<file path="config.mk">
export PLATFORM = sky130hd
export DESIGN_NAME = xor_stream_accum_v_flat
export DESIGN_NICKNAME = d
export VERILOG_FILES = /design/src/rtl/xor_stream_accum_v_pkg.sv /design/src/rtl/xor_stream_accum_v_if.sv /design/src/rtl/XOR2_gate_v.sv /design/src/rtl/xor_tree_v.sv /design/src/rtl/xor_stream_accum_v.sv /design/src/flat_wrapper.sv
export SDC_FILE = /design/constraint.sdc
export NUM_CORES = 1
export LEC_CHECK = 0
export CAP_MARGIN = 0
export CORE_ASPECT_RATIO = 0.6
export CORE_MARGIN = 5
export CORE_UTILIZATION = 40
export DETAILED_ROUTE_END_ITERATION = 6
export DONT_BUFFER_PORTS = 1
export SLEW_MARGIN = 20
export SYNTH_ARGS = -nofsm -noshare
export SYNTH_HDL_FRONTEND = slang
export SYNTH_SLANG_ARGS = --single-unit
</file>
<file path="constraint.sdc">
create_clock -name i_clk -period 2.3 [get_ports i_clk]
set_clock_uncertainty 0.2 [all_clocks]
set_input_delay 0.345 -clock i_clk [delete_from_list [all_inputs] [get_ports i_clk]]
set_output_delay 0.345 -clock i_clk [all_outputs]
set_load 0.05 [all_outputs]
</file>
<file path="src/rtl/xor_stream_accum_v_pkg.sv">
// Shared definitions for the streaming XOR/LRC reducer: FSM encodings and
// the helper that sizes the beat counter.
package xor_stream_accum_v_pkg;

    localparam logic [1:0] ST_IDLE  = 2'd0;
    localparam logic [1:0] ST_ACCUM = 2'd1;
    localparam logic [1:0] ST_DONE  = 2'd2;

    // Counter must hold FRAME_LEN itself, hence n + 1.
    function automatic int count_width(input int n);
        int w;
        w = $clog2(n + 1);
        if (w < 1) begin
            w = 1;
        end
        return w;
    endfunction

endpackage

</file>
<file path="src/rtl/xor_stream_accum_v_if.sv">
// Input stream and result handshake of the XOR/LRC reducer, bundled for
// point-to-point hookup between a source, the reducer and a checker stage.
interface xor_stream_accum_v_if
    import xor_stream_accum_v_pkg::*;
#(
    parameter int WIDTH     = 8,
    parameter int FRAME_LEN = 4
);

    localparam int CW = count_width(FRAME_LEN);

    logic             i_valid;
    logic [WIDTH-1:0] i_data;
    logic             i_last;
    logic             o_ready;

    logic             o_valid;
    logic [WIDTH-1:0] o_lrc;
    logic             o_parity;
    logic [CW-1:0]    o_count;
    logic             i_ready;

    modport slave (
        input  i_valid,
        input  i_data,
        input  i_last,
        output o_ready,
        output o_valid,
        output o_lrc,
        output o_parity,
        output o_count,
        input  i_ready
    );

    modport master (
        output i_valid,
        output i_data,
        output i_last,
        input  o_ready,
        input  o_valid,
        input  o_lrc,
        input  o_parity,
        input  o_count,
        output i_ready
    );

endinterface

</file>
<file path="src/rtl/XOR2_gate_v.sv">
// Two-input XOR cell; the leaf element of the balanced XOR reduction tree.
module XOR2_gate_v (
    input  logic a,
    input  logic b,
    output logic y
);

    assign y = a ^ b;

endmodule

</file>
<file path="src/rtl/xor_tree_v.sv">
// Combinational N-input XOR reduction built as a balanced binary tree of
// XOR2_gate_v cells; drop-in for the older fixed XOR4-style reducers.
module xor_tree_v #(
    parameter int N = 8
) (
    input  logic [N-1:0] bits,
    output logic         result
);

    localparam int LEVELS = (N > 1) ? $clog2(N) : 0;
    localparam int P      = 1 << LEVELS;

    // Level 0 holds the inputs padded to a power of two with zeros, which
    // leave the XOR unchanged; each further level halves the node count.
    for (genvar l = 0; l <= LEVELS; l++) begin : g_lvl
        localparam int W = P >> l;
        logic [W-1:0] v;

        if (l == 0) begin : g_leaf
            for (genvar j = 0; j < P; j++) begin : g_bit
                if (j < N) begin : g_real
                    assign v[j] = bits[j];
                end else begin : g_pad
                    assign v[j] = 1'b0;
                end
            end
        end else begin : g_node
            for (genvar j = 0; j < W; j++) begin : g_pair
                XOR2_gate_v u_xor2 (
                    .a (g_lvl[l-1].v[2*j]),
                    .b (g_lvl[l-1].v[2*j+1]),
                    .y (v[j])
                );
            end
        end
    end

    assign result = g_lvl[LEVELS].v[0];

endmodule

</file>
<file path="src/rtl/xor_stream_accum_v.sv">
// Streaming column-wise XOR reducer: folds up to FRAME_LEN words into an LRC
// and presents LRC, parity and beat count on a valid/ready result port.
//
// state    | meaning
// ---------+------------------------------------------------
// ST_IDLE  | no beats of the current frame accepted yet
// ST_ACCUM | 1..FRAME_LEN-1 beats accepted, frame still open
// ST_DONE  | result held on the output until i_ready
module xor_stream_accum_v
    import xor_stream_accum_v_pkg::*;
#(
    parameter int WIDTH      = 8,
    parameter int FRAME_LEN  = 4,
    parameter bit ODD_PARITY = 1'b0
) (
    input logic               i_clk,
    input logic               i_rst,
    xor_stream_accum_v_if.slave bus
);

    localparam int CW = count_width(FRAME_LEN);
    localparam logic [CW-1:0] CNT_MAX = CW'(FRAME_LEN);

    logic [1:0]       state_q;
    logic [WIDTH-1:0] acc_q;
    logic [CW-1:0]    cnt_q;
    logic             valid_q;
    logic [WIDTH-1:0] lrc_q;
    logic             parity_q;
    logic [CW-1:0]    count_q;

    logic             ready;
    logic             accept;
    logic             first_beat;
    logic [WIDTH-1:0] acc_next;
    logic [CW-1:0]    cnt_next;
    logic             close_frame;
    logic             xor_parity;
    logic             parity_next;

    always_comb begin
        ready = 1'b0;
        case (state_q)
            ST_IDLE:  ready = 1'b1;
            ST_ACCUM: ready = 1'b1;
            default:  ready = 1'b0;
        endcase
    end

    assign accept     = bus.i_valid && ready;
    assign first_beat = (state_q == ST_IDLE);

    // The first beat of a frame loads rather than folds, so no stale
    // accumulator content can leak in even if clearing were ever skipped.
    assign acc_next = first_beat ? bus.i_data : (acc_q ^ bus.i_data);
    assign cnt_next = first_beat ? CW'(1) : (cnt_q + CW'(1));

    assign close_frame = accept && (bus.i_last || (cnt_next == CNT_MAX));

    xor_tree_v #(
        .N (WIDTH)
    ) u_parity_tree (
        .bits   (acc_next),
        .result (xor_parity)
    );

    assign parity_next = xor_parity ^ ODD_PARITY;

    always_ff @(posedge i_clk) begin
        if (i_rst) begin
            state_q  <= ST_IDLE;
            acc_q    <= '0;
            cnt_q    <= '0;
            valid_q  <= 1'b0;
            lrc_q    <= '0;
            parity_q <= 1'b0;
            count_q  <= '0;
        end else begin
            case (state_q)
                ST_IDLE, ST_ACCUM: begin
                    if (accept) begin
                        acc_q <= acc_next;
                        cnt_q <= cnt_next;
                        if (close_frame) begin
                            lrc_q    <= acc_next;
                            count_q  <= cnt_next;
                            parity_q <= parity_next;
                            valid_q  <= 1'b1;
                            state_q  <= ST_DONE;
                        end else begin
                            state_q  <= ST_ACCUM;
                        end
                    end
                end
                ST_DONE: begin
                    // Result fields stay as-is after o_valid drops.
                    if (bus.i_ready) begin
                        valid_q <= 1'b0;
                        acc_q   <= '0;
                        cnt_q   <= '0;
                        state_q <= ST_IDLE;
                    end
                end
                default: begin
                    valid_q <= 1'b0;
                    acc_q   <= '0;
                    cnt_q   <= '0;
                    state_q <= ST_IDLE;
                end
            endcase
        end
    end

    assign bus.o_ready  = ready;
    assign bus.o_valid  = valid_q;
    assign bus.o_lrc    = lrc_q;
    assign bus.o_parity = parity_q;
    assign bus.o_count  = count_q;

endmodule
</file>
<file path="src/flat_wrapper.sv">
// flat-port wrapper written by rule: the top's interface ports become plain ports
module xor_stream_accum_v_flat import xor_stream_accum_v_pkg::*;
#(
    parameter int WIDTH      = 8,
    parameter int FRAME_LEN  = 4,
    parameter bit ODD_PARITY = 1'b0
)
  (i_clk, i_rst, bus_i_valid, bus_i_data, bus_i_last, bus_o_ready, bus_o_valid, bus_o_lrc, bus_o_parity, bus_o_count, bus_i_ready);
  xor_stream_accum_v_if #(.WIDTH(WIDTH), .FRAME_LEN(FRAME_LEN)) bus_i ();
  input logic i_clk;
  input logic i_rst;
  input wire logic [$bits(bus_i.i_valid)-1:0] bus_i_valid;
  input wire logic [$bits(bus_i.i_data)-1:0] bus_i_data;
  input wire logic [$bits(bus_i.i_last)-1:0] bus_i_last;
  output wire logic [$bits(bus_i.o_ready)-1:0] bus_o_ready;
  output wire logic [$bits(bus_i.o_valid)-1:0] bus_o_valid;
  output wire logic [$bits(bus_i.o_lrc)-1:0] bus_o_lrc;
  output wire logic [$bits(bus_i.o_parity)-1:0] bus_o_parity;
  output wire logic [$bits(bus_i.o_count)-1:0] bus_o_count;
  input wire logic [$bits(bus_i.i_ready)-1:0] bus_i_ready;
  assign bus_i.i_valid = bus_i_valid;
  assign bus_i.i_data = bus_i_data;
  assign bus_i.i_last = bus_i_last;
  assign bus_o_ready = bus_i.o_ready;
  assign bus_o_valid = bus_i.o_valid;
  assign bus_o_lrc = bus_i.o_lrc;
  assign bus_o_parity = bus_i.o_parity;
  assign bus_o_count = bus_i.o_count;
  assign bus_i.i_ready = bus_i_ready;
  xor_stream_accum_v #(.WIDTH(WIDTH), .FRAME_LEN(FRAME_LEN), .ODD_PARITY(ODD_PARITY)) u_core (.i_clk(i_clk), .i_rst(i_rst), .bus(bus_i));
endmodule
</file>
==> metrics.md, run 1 <==
| Metric | Value |
|---|---|
| Synth cell types | `29` |
| Post-Syn Nets | `~160` |
| Compound-Gate Fraction of Synth Area | `21.7%` |
| Initial antenna violation count | `0` |
| Post-Synth Adder-Cell Area | `less than 1%` |
| Worst Tran Pin Value | `around 0.96 ns` |
| Status | `complete, no violations` |
| Final nets | `between 150 and 200` |
| Clock Latency Late Sink | `roughly 0.27 ns` |
| Synth Cell Area | `approximately 1300 sq um` |
| Initial core utilization | `43.3%` |
| Final HPWL DP | `~2.3 mm` |
| Area contributors post-synth | `dfxtp_1 41%, xnor2_1 8.9%, xor2_1 6.8%` |
| Crit share post-route | `~90%` |
| Sequential Power Share | `between 40% and 50%` |
| Residual DRC count | `0` |
| Main combinational cell family by area after synthesis | `compound AO/OA/AOI/OAI gates` |
| Crit path launch type | `flop` |
| Share of the synthesized area in the top cell type | `40.5%` |
| Sequential fraction of the synthesis area | `about two fifths` |
| Vias in the first global route | `966` |
| Layout cell share with drive strength beyond 1 | `between 6 and 7%` |
| Maximum VDD drop | `roughly 400 uV` |
| Vias | `about 1.0k` |
| CTS tree | `yes` |
| Placed cell count | `184` |
| Final count of hold timing violations | `0` |
| Core area | `slightly below 3000 sq um` |
| Async S/R FF share, synth | `0%` |
| Area delta synth->final | `8.19%` |
| Final setup violating endpoints | `0` |
| Sequential Area | `around 520 sq um` |
| Gr usage total | `between 10 and 15%` |
| Worst Hold Depth | `1` |
| Worst path max stage delay | `0.42 ns` |
| Wire length of the first global-routing pass | `between 4 and 5 mm` |
| Clk Tree Root Cell | `clkbuf_8` |
| R2R depth | `6` |
| Post-synth top cells | `26 x dfxtp_1, 22 x nor2_1, 13 x nand2_1, 13 x xnor2_1, 11 x o21ai_0` |
| Crit path kind | `reg2reg` |
| Worst path depth | `6` |
| Post-synth EDFFs | `0` |
| Setup ws final | `around 0.22 ns` |
| HP Class | `in2reg` |
| Placed inst area | `1310 sq um` |
| Period minus WS final | `2.08 ns` |
| Routed len/inst | `between 15 and 20 um` |
| Fillers | `about 310` |
| Int Power | `~0.78 mW` |
| Syn. warnings | `0` |
| Final Core Density | `46.8%` |
| CP max stage cell | `dfxtp_1` |
| Die ar. | `around 4500 sq um` |
| DR iter-0 viols | `91` |
| Worst-path clk slew | `~0.10 ns` |
| Fin cells | `roughly 190` |
| Die Ht | `~54 um` |
| Sw frac | `between 20% and 30%` |
| Critical Path Sink Type | `flop` |
| Antenna cell count | `0` |
| Most frequent cell after synthesis | `dfxtp_1` |
| Static leakage | `0.470 nW` |
| Syn_area_per_cell | `roughly 8.7 sq um` |
| Post-CTS Setup Bufs | `0` |
| Main flop type after synthesis | `dfxtp_1` |
| Rel. slew slack | `a little over a third` |
| Fmax | `482 MHz` |
| Logic pwr share | `approximately 16%` |
| Delay-heaviest family, CP | `compound AO/OA/AOI/OAI gates` |
| Post-route cell area | `1390 sq um` |
| CTS sink count | `26` |
| # port buffers | `0` |
| Simple-gate area share of the yosys netlist | `15.4%` |
| CP arrival | `a little over 2 ns` |
| Post-synthesis mux area share | `less than 1%` |
| Largest area contributor in the netlist | `dfxtp_1` |
| Multi-input gate area | `approximately 700 sq um` |
| Routability cong. | `around 0.86` |
| Pre-antenna DRT Iters | `4` |
| Total wire length | `between 3 and 4 mm` |
| RSZ-0062 raised after global routing | `false` |
| Worst Path Buf+Inv | `0` |
| Power per cell area | `roughly 800 nW/um^2` |
| Clock Tree Buf Depth | `2` |
| # H-tree levels | `1` |
| Slew Limit Fails | `0` |
| Mapped Cells | `between 100 and 150` |
| Net switching power | `0.325 mW` |
| Vias/cell | `roughly 5.5` |
| Largest net degree at the start of global routing | `26` |
| Pre-CTS setup slack | `roughly 0.25 ns` |
| Critical Path RT | `approximately 2.3 ns` |
| Crit-path cells | `ha_1 -> xor2_1 -> a41oi_2 -> nand2b_4 -> a2111o_1 -> o311ai_0` |
| Max cap viols | `0` |
| Total congestion overflow | `0` |
| Die width | `slightly above 80 um` |
| Ports | `27` |
| Num rows | `15` |
| Clk pwr share | `between 30 and 40%` |
| Total negative slack | `0 ns` |
| FF+latch count, synth | `26` |
| Cts bufs inserted | `3` |
| Crit Path Max Fanout | `5` |
| Remaining antenna violation count | `0` |
| Post-synthesis xor/xnor area fraction | `15.7%` |
## stage by stage
stage / total power [mW] / hold slack (ns)
after detailed placement: 0.729 / 0.221
after floorplan: 0.701 / 0.258
final: 1.11 / 0.0379
after CTS: 1.12 / 0.0366
after global routing: 1.17 / 0.0182
after global placement: 0.726 / 0.220
## path summary, 6_finish.rpt
check / startpoint / end / slack (ns)
max reg2reg: u_core.cnt_q[0]$_SDFFE_PP0P_ / u_core.bus.o_parity$_SDFFE_PP0P_ / 0.22
min: i_rst / u_core.bus.o_parity$_SDFFE_PP0P_ / 0.04
max: u_core.cnt_q[0]$_SDFFE_PP0P_ / u_core.bus.o_parity$_SDFFE_PP0P_ / 0.22
min reg2reg: u_core.cnt_q[1]$_SDFFE_PP0P_ / u_core.cnt_q[1]$_SDFFE_PP0P_ / 0.32
## area by class of cell
class / count / area share [%]
clock buffers: 3 / 2.97
clock inverters: 1 / 2.16
inverters: 3 / 0.811
multi-input cells: 110 / 50.5
flip-flops and latches: 26 / 37.5
well taps: 42 / 3.78
repair buffers: 4 / 2.34
## per-layer routing
layer	global-route usage (%)	up-vias	part of all wire (%)
li1	-	520	-
met1	20.8	475	48
met2	19.1	44	39
met3	7.34	2	13
met4	3.26	0	0.46
met5	0	-	0
## cell families after synthesis
| family | Yosys count |
|---|---|
| compound gates | 40 |
| buf+inv | 11 |
| simple gates | 45 |
| xor+xnor | 23 |
| fa+ha+maj | 1 |
| flops | 26 |
| mux | 1 |
## power groups by stage
stage / combinational [mW] / clock, mW / sequential [mW]
final: 0.173 / 0.381 / 0.553
after global routing: 0.193 / 0.416 / 0.558
after global placement: 0.163 / 0 / 0.563
after CTS: 0.173 / 0.392 / 0.554
after floorplan: 0.144 / 0 / 0.558
after detailed placement: 0.164 / 0 / 0.565
## placed cells by master (no fill, tap or decap), drive strengths merged
master	Yosys	routed
dfxtp	26	26
nor2	23	23
nand2	13	13
xnor2	13	13
o21ai	11	11
xor2	10	10
a32oi	9	9
a21oi	8	8
a211oi	8	8
inv	3	3
clkbuf	2	3
buf	6	3
nand3	2	2
nor3	2	2
or2	1	1
a41oi	1	1
a311oi	1	1
nor2b	1	1
nor3b	1	1
nand2b	1	1
a2111o	1	1
nand4	1	1
o311ai	1	1
mux2i	1	1
ha	1	1
bufinv	0	1
dlygate4sd3	0	1
## registers in the layout (all words and copies together) (netlist names)
register,count
u_core.bus.o_lrc,8
u_core.bus.o_valid,1
u_core.state_q,2
u_core.bus.o_count,3
u_core.acc_q,8
u_core.cnt_q,3
u_core.bus.o_parity,1
## repair_timing
item | in CTS | in global routing
endpoints found under the hold margin | 25 | 0
resized for setup | 0 | 0
hold buffers | 1 | 0
(Power assumes the default switching activity.)
==> inputs of run 2 (changes only) <==
--- a/config.mk
+++ b/config.mk
@@ -9,8 +9,10 @@
 export CORE_ASPECT_RATIO = 0.6
 export CORE_MARGIN = 5
 export CORE_UTILIZATION = 40
+export CTS_CLUSTER_SIZE = 28
 export DETAILED_ROUTE_END_ITERATION = 6
 export DONT_BUFFER_PORTS = 1
+export SETUP_SLACK_MARGIN = 0.3
 export SLEW_MARGIN = 20
 export SYNTH_ARGS = -nofsm -noshare
 export SYNTH_HDL_FRONTEND = slang
==> run 2 against run 1 <==
Die area stayed put. Count of clock-buffer cells in the layout stayed put. Power is 1.0% higher. Final cell count is 1.6% higher. Via count is 2.4% higher. Core utilization is 1.8 points higher. Sequential power hardly changed. Fmax is 11% higher. Clock power hardly changed. Setup slack better by 0.20 ns. Design area is 3.9% higher. Critical path type unchanged.
==> metrics.md, run 2 (synthesis gave the netlist of run 1 again) <==
| Metric | Value |
|---|---|
| Die width | `83.1 um (unchanged)` |
| Total Power | `1.12 mW (was 1.11 mW)` |
| Rel. slew slack | `32.8% (was 35.5%)` |
| Clock Tree Buf Depth | `2 (unchanged)` |
| Initial antenna violation count | `0 (unchanged)` |
| Final count of hold timing violations | `0 (unchanged)` |
| Sw frac | `29.6% (was 29.4%)` |
| Largest net degree at the start of global routing | `26 (unchanged)` |
| Clock Latency Late Sink | `0.27 ns (about the same)` |
| Final setup violating endpoints | `0 (unchanged)` |
| Maximum VDD drop | `405 uV (about the same)` |
| CTS sink count | `26 (unchanged)` |
| Initial core utilization | `43.3% (unchanged)` |
| Critical Path RT | `2.27 ns (about the same)` |
| Crit path launch type | `flop (unchanged)` |
| Worst Tran Pin Value | `1.00 ns (was 0.964 ns)` |
| Delay-heaviest family, CP | `compound AO/OA/AOI/OAI gates (unchanged)` |
| Pre-CTS setup slack | `0.246 ns (unchanged)` |
| Layout cell share with drive strength beyond 1 | `13.3% (was 6.80%)` |
| Crit Path Max Fanout | `5 (unchanged)` |
| Slew Limit Fails | `0 (unchanged)` |
| Wire length of the first global-routing pass | `5.00 mm (was 4.98 mm)` |
| CP max stage cell | `dfxtp_4 (was dfxtp_1)` |
| Max cap viols | `0 (unchanged)` |
| Sequential Power Share | `49.5% (was 49.9%)` |
| Worst path max stage delay | `0.38 ns (was 0.42 ns)` |
| Core area | `2970 sq um (unchanged)` |
| Final nets | `165 (was 162)` |
| Vias | `1,066 (was 1,041)` |
| Final HPWL DP | `2.25 mm (unchanged)` |
| Residual DRC count | `0 (unchanged)` |
| Clk Tree Root Cell | `clkbuf_8 (unchanged)` |
| Ports | `27 (unchanged)` |
| Power per cell area | `776 nW/um^2 (was 798 nW/um^2)` |
| Commonest non-fill, non-tap cell in the layout | `dfxtp_1 (unchanged)` |
| Logic pwr share | `16.4% (was 15.7%)` |
| Worst-path clk slew | `0.09 ns (was 0.10 ns)` |
| Total congestion overflow | `0 (unchanged)` |
| # H-tree levels | `1 (unchanged)` |
| Total wire length | `3.14 mm (was 3.03 mm)` |
| DR iter-0 viols | `63 (was 91)` |
| Crit-path cells | `ha_2 -> xor2_2 -> a41oi_2 -> nand2b_4 -> a2111o_1 -> o311ai_0 (was ha_1 -> xor2_1 -> a41oi_2 -> nand2b_4 -> a2111o_1 -> o311ai_0)` |
| Fin cells | `192 (was 189)` |
| Gr usage total | `14.7% (was 14.6%)` |
| Int Power | `0.788 mW (was 0.783 mW)` |
| Antenna cell count | `0 (unchanged)` |
| Remaining antenna violation count | `0 (unchanged)` |
| CTS tree | `yes (unchanged)` |
| HP Class | `in2reg (unchanged)` |
| Static leakage | `0.486 nW (was 0.470 nW)` |
| # port buffers | `0 (unchanged)` |
| Vias/cell | `5.55 (was 5.51)` |
| Period minus WS final | `1.88 ns (was 2.08 ns)` |
| RSZ-0062 raised after global routing | `true (was false)` |
| Fmax | `532 MHz (was 482 MHz)` |
| Routed len/inst | `16.3 um (was 16.0 um)` |
| Commonest non-fill, non-tap cells in the layout | `25 x dfxtp_1, 22 x nor2_1, 13 x nand2_1, 13 x xnor2_1, 11 x o21ai_0 (was 26 x dfxtp_1, 22 x nor2_1, 13 x nand2_1, 13 x xnor2_1, 11 x o21ai_0)` |
| Clk pwr share | `34.1% (was 34.4%)` |
| Worst Path Buf+Inv | `0 (unchanged)` |
| Vias in the first global route | `969 (was 966)` |
| Critical Path Sink Type | `flop (unchanged)` |
| Fillers | `303 (was 305)` |
| CP arrival | `1.85 ns (was 2.05 ns)` |
| Crit share post-route | `81.7% (was 90.3%)` |
| Net switching power | `0.331 mW (was 0.325 mW)` |
| Crit path kind | `reg2reg (unchanged)` |
| Status | `complete, no violations (unchanged)` |
| Pre-antenna DRT Iters | `4 (unchanged)` |
| Num rows | `15 (unchanged)` |
| Routability cong. | `0.856 (unchanged)` |
| Cts bufs inserted | `3 (unchanged)` |
| Total negative slack | `0 ns (unchanged)` |
| Setup ws final | `0.421 ns (was 0.224 ns)` |
| Placed cell count | `184 (unchanged)` |
| Die ar. | `4480 sq um (unchanged)` |
| Area delta synth->final | `12.4% (was 8.19%)` |
| Die Ht | `53.9 um (unchanged)` |
-- run 2: changes by cell type in the layout (fill, tap and decap cells not counted), sizes merged --
| cell | change |
|---|---|
| buf | +3 |
-- run 2: final timing paths --
kind	from	to	slack, ns	cells after the start
worst max-delay path	u_core.cnt_q[0]$_SDFFE_PP0P_	u_core.bus.o_parity$_SDFFE_PP0P_	0.42	6
worst min-delay path	i_rst	u_core.bus.o_parity$_SDFFE_PP0P_	0.04	1
worst max register to register	u_core.cnt_q[0]$_SDFFE_PP0P_	u_core.bus.o_parity$_SDFFE_PP0P_	0.42	6
worst min register to register	u_core.cnt_q[0]$_SDFFE_PP0P_	u_core.bus.o_count[0]$_SDFFE_PP0P_	0.29	1
-- run 2: timing repair --
action,4_1_cts,5_1_grt
pin swaps,0,2
hold endpoints to repair,25,0
setup buffers,0,2
gates cloned,0,1
setup endpoints to repair,7,16
hold buffers,1,0
resized for setup,2,7
-- run 2: cell type report --
type / count / area (sq um) / share of cell area (%)
clock buffers: 3 / 41.3 / 2.86
repair buffers: 7 / 56.3 / 3.90
flip-flops and latches: 26 / 524 / 36.3
multi-input cells: 110 / 727 / 50.4
inverters: 3 / 11.3 / 0.781
well taps: 42 / 52.6 / 3.64
clock inverters: 1 / 30.0 / 2.08
-- run 2: stage by stage --
stage,hold slack [ns],utilization (%),area (sq um)
global route,0.0185,48.6,1440
finish,0.0369,48.6,1440
floorplan,0.258,-,1280
global placement,0.220,44.1,1310
detailed placement,0.221,44.1,1310
CTS,0.0366,47.1,1400
-- run 2: power groups by stage --
stage	Clock (mW)	Sequential, mW	Combinational [mW]
2_1_floorplan	0	0.558	0.144
3_3_place_gp	0	0.563	0.163
3_5_place_dp	0	0.565	0.164
4_1_cts	0.392	0.554	0.173
5_1_grt	0.416	0.558	0.203
6_report	0.382	0.554	0.184
-- run 2: per-layer routing --
| metal | share of wire, % | wire [um] | GRT usage (%) |
|---|---|---|---|
| met4 | 0.45 | 14 | 3.26 |
| met2 | 40 | 1270 | 19.4 |
| met1 | 50 | 1570 | 20.8 |
| met3 | 9.3 | 291 | 7.34 |
| met5 | 0 | 0 | 0 |
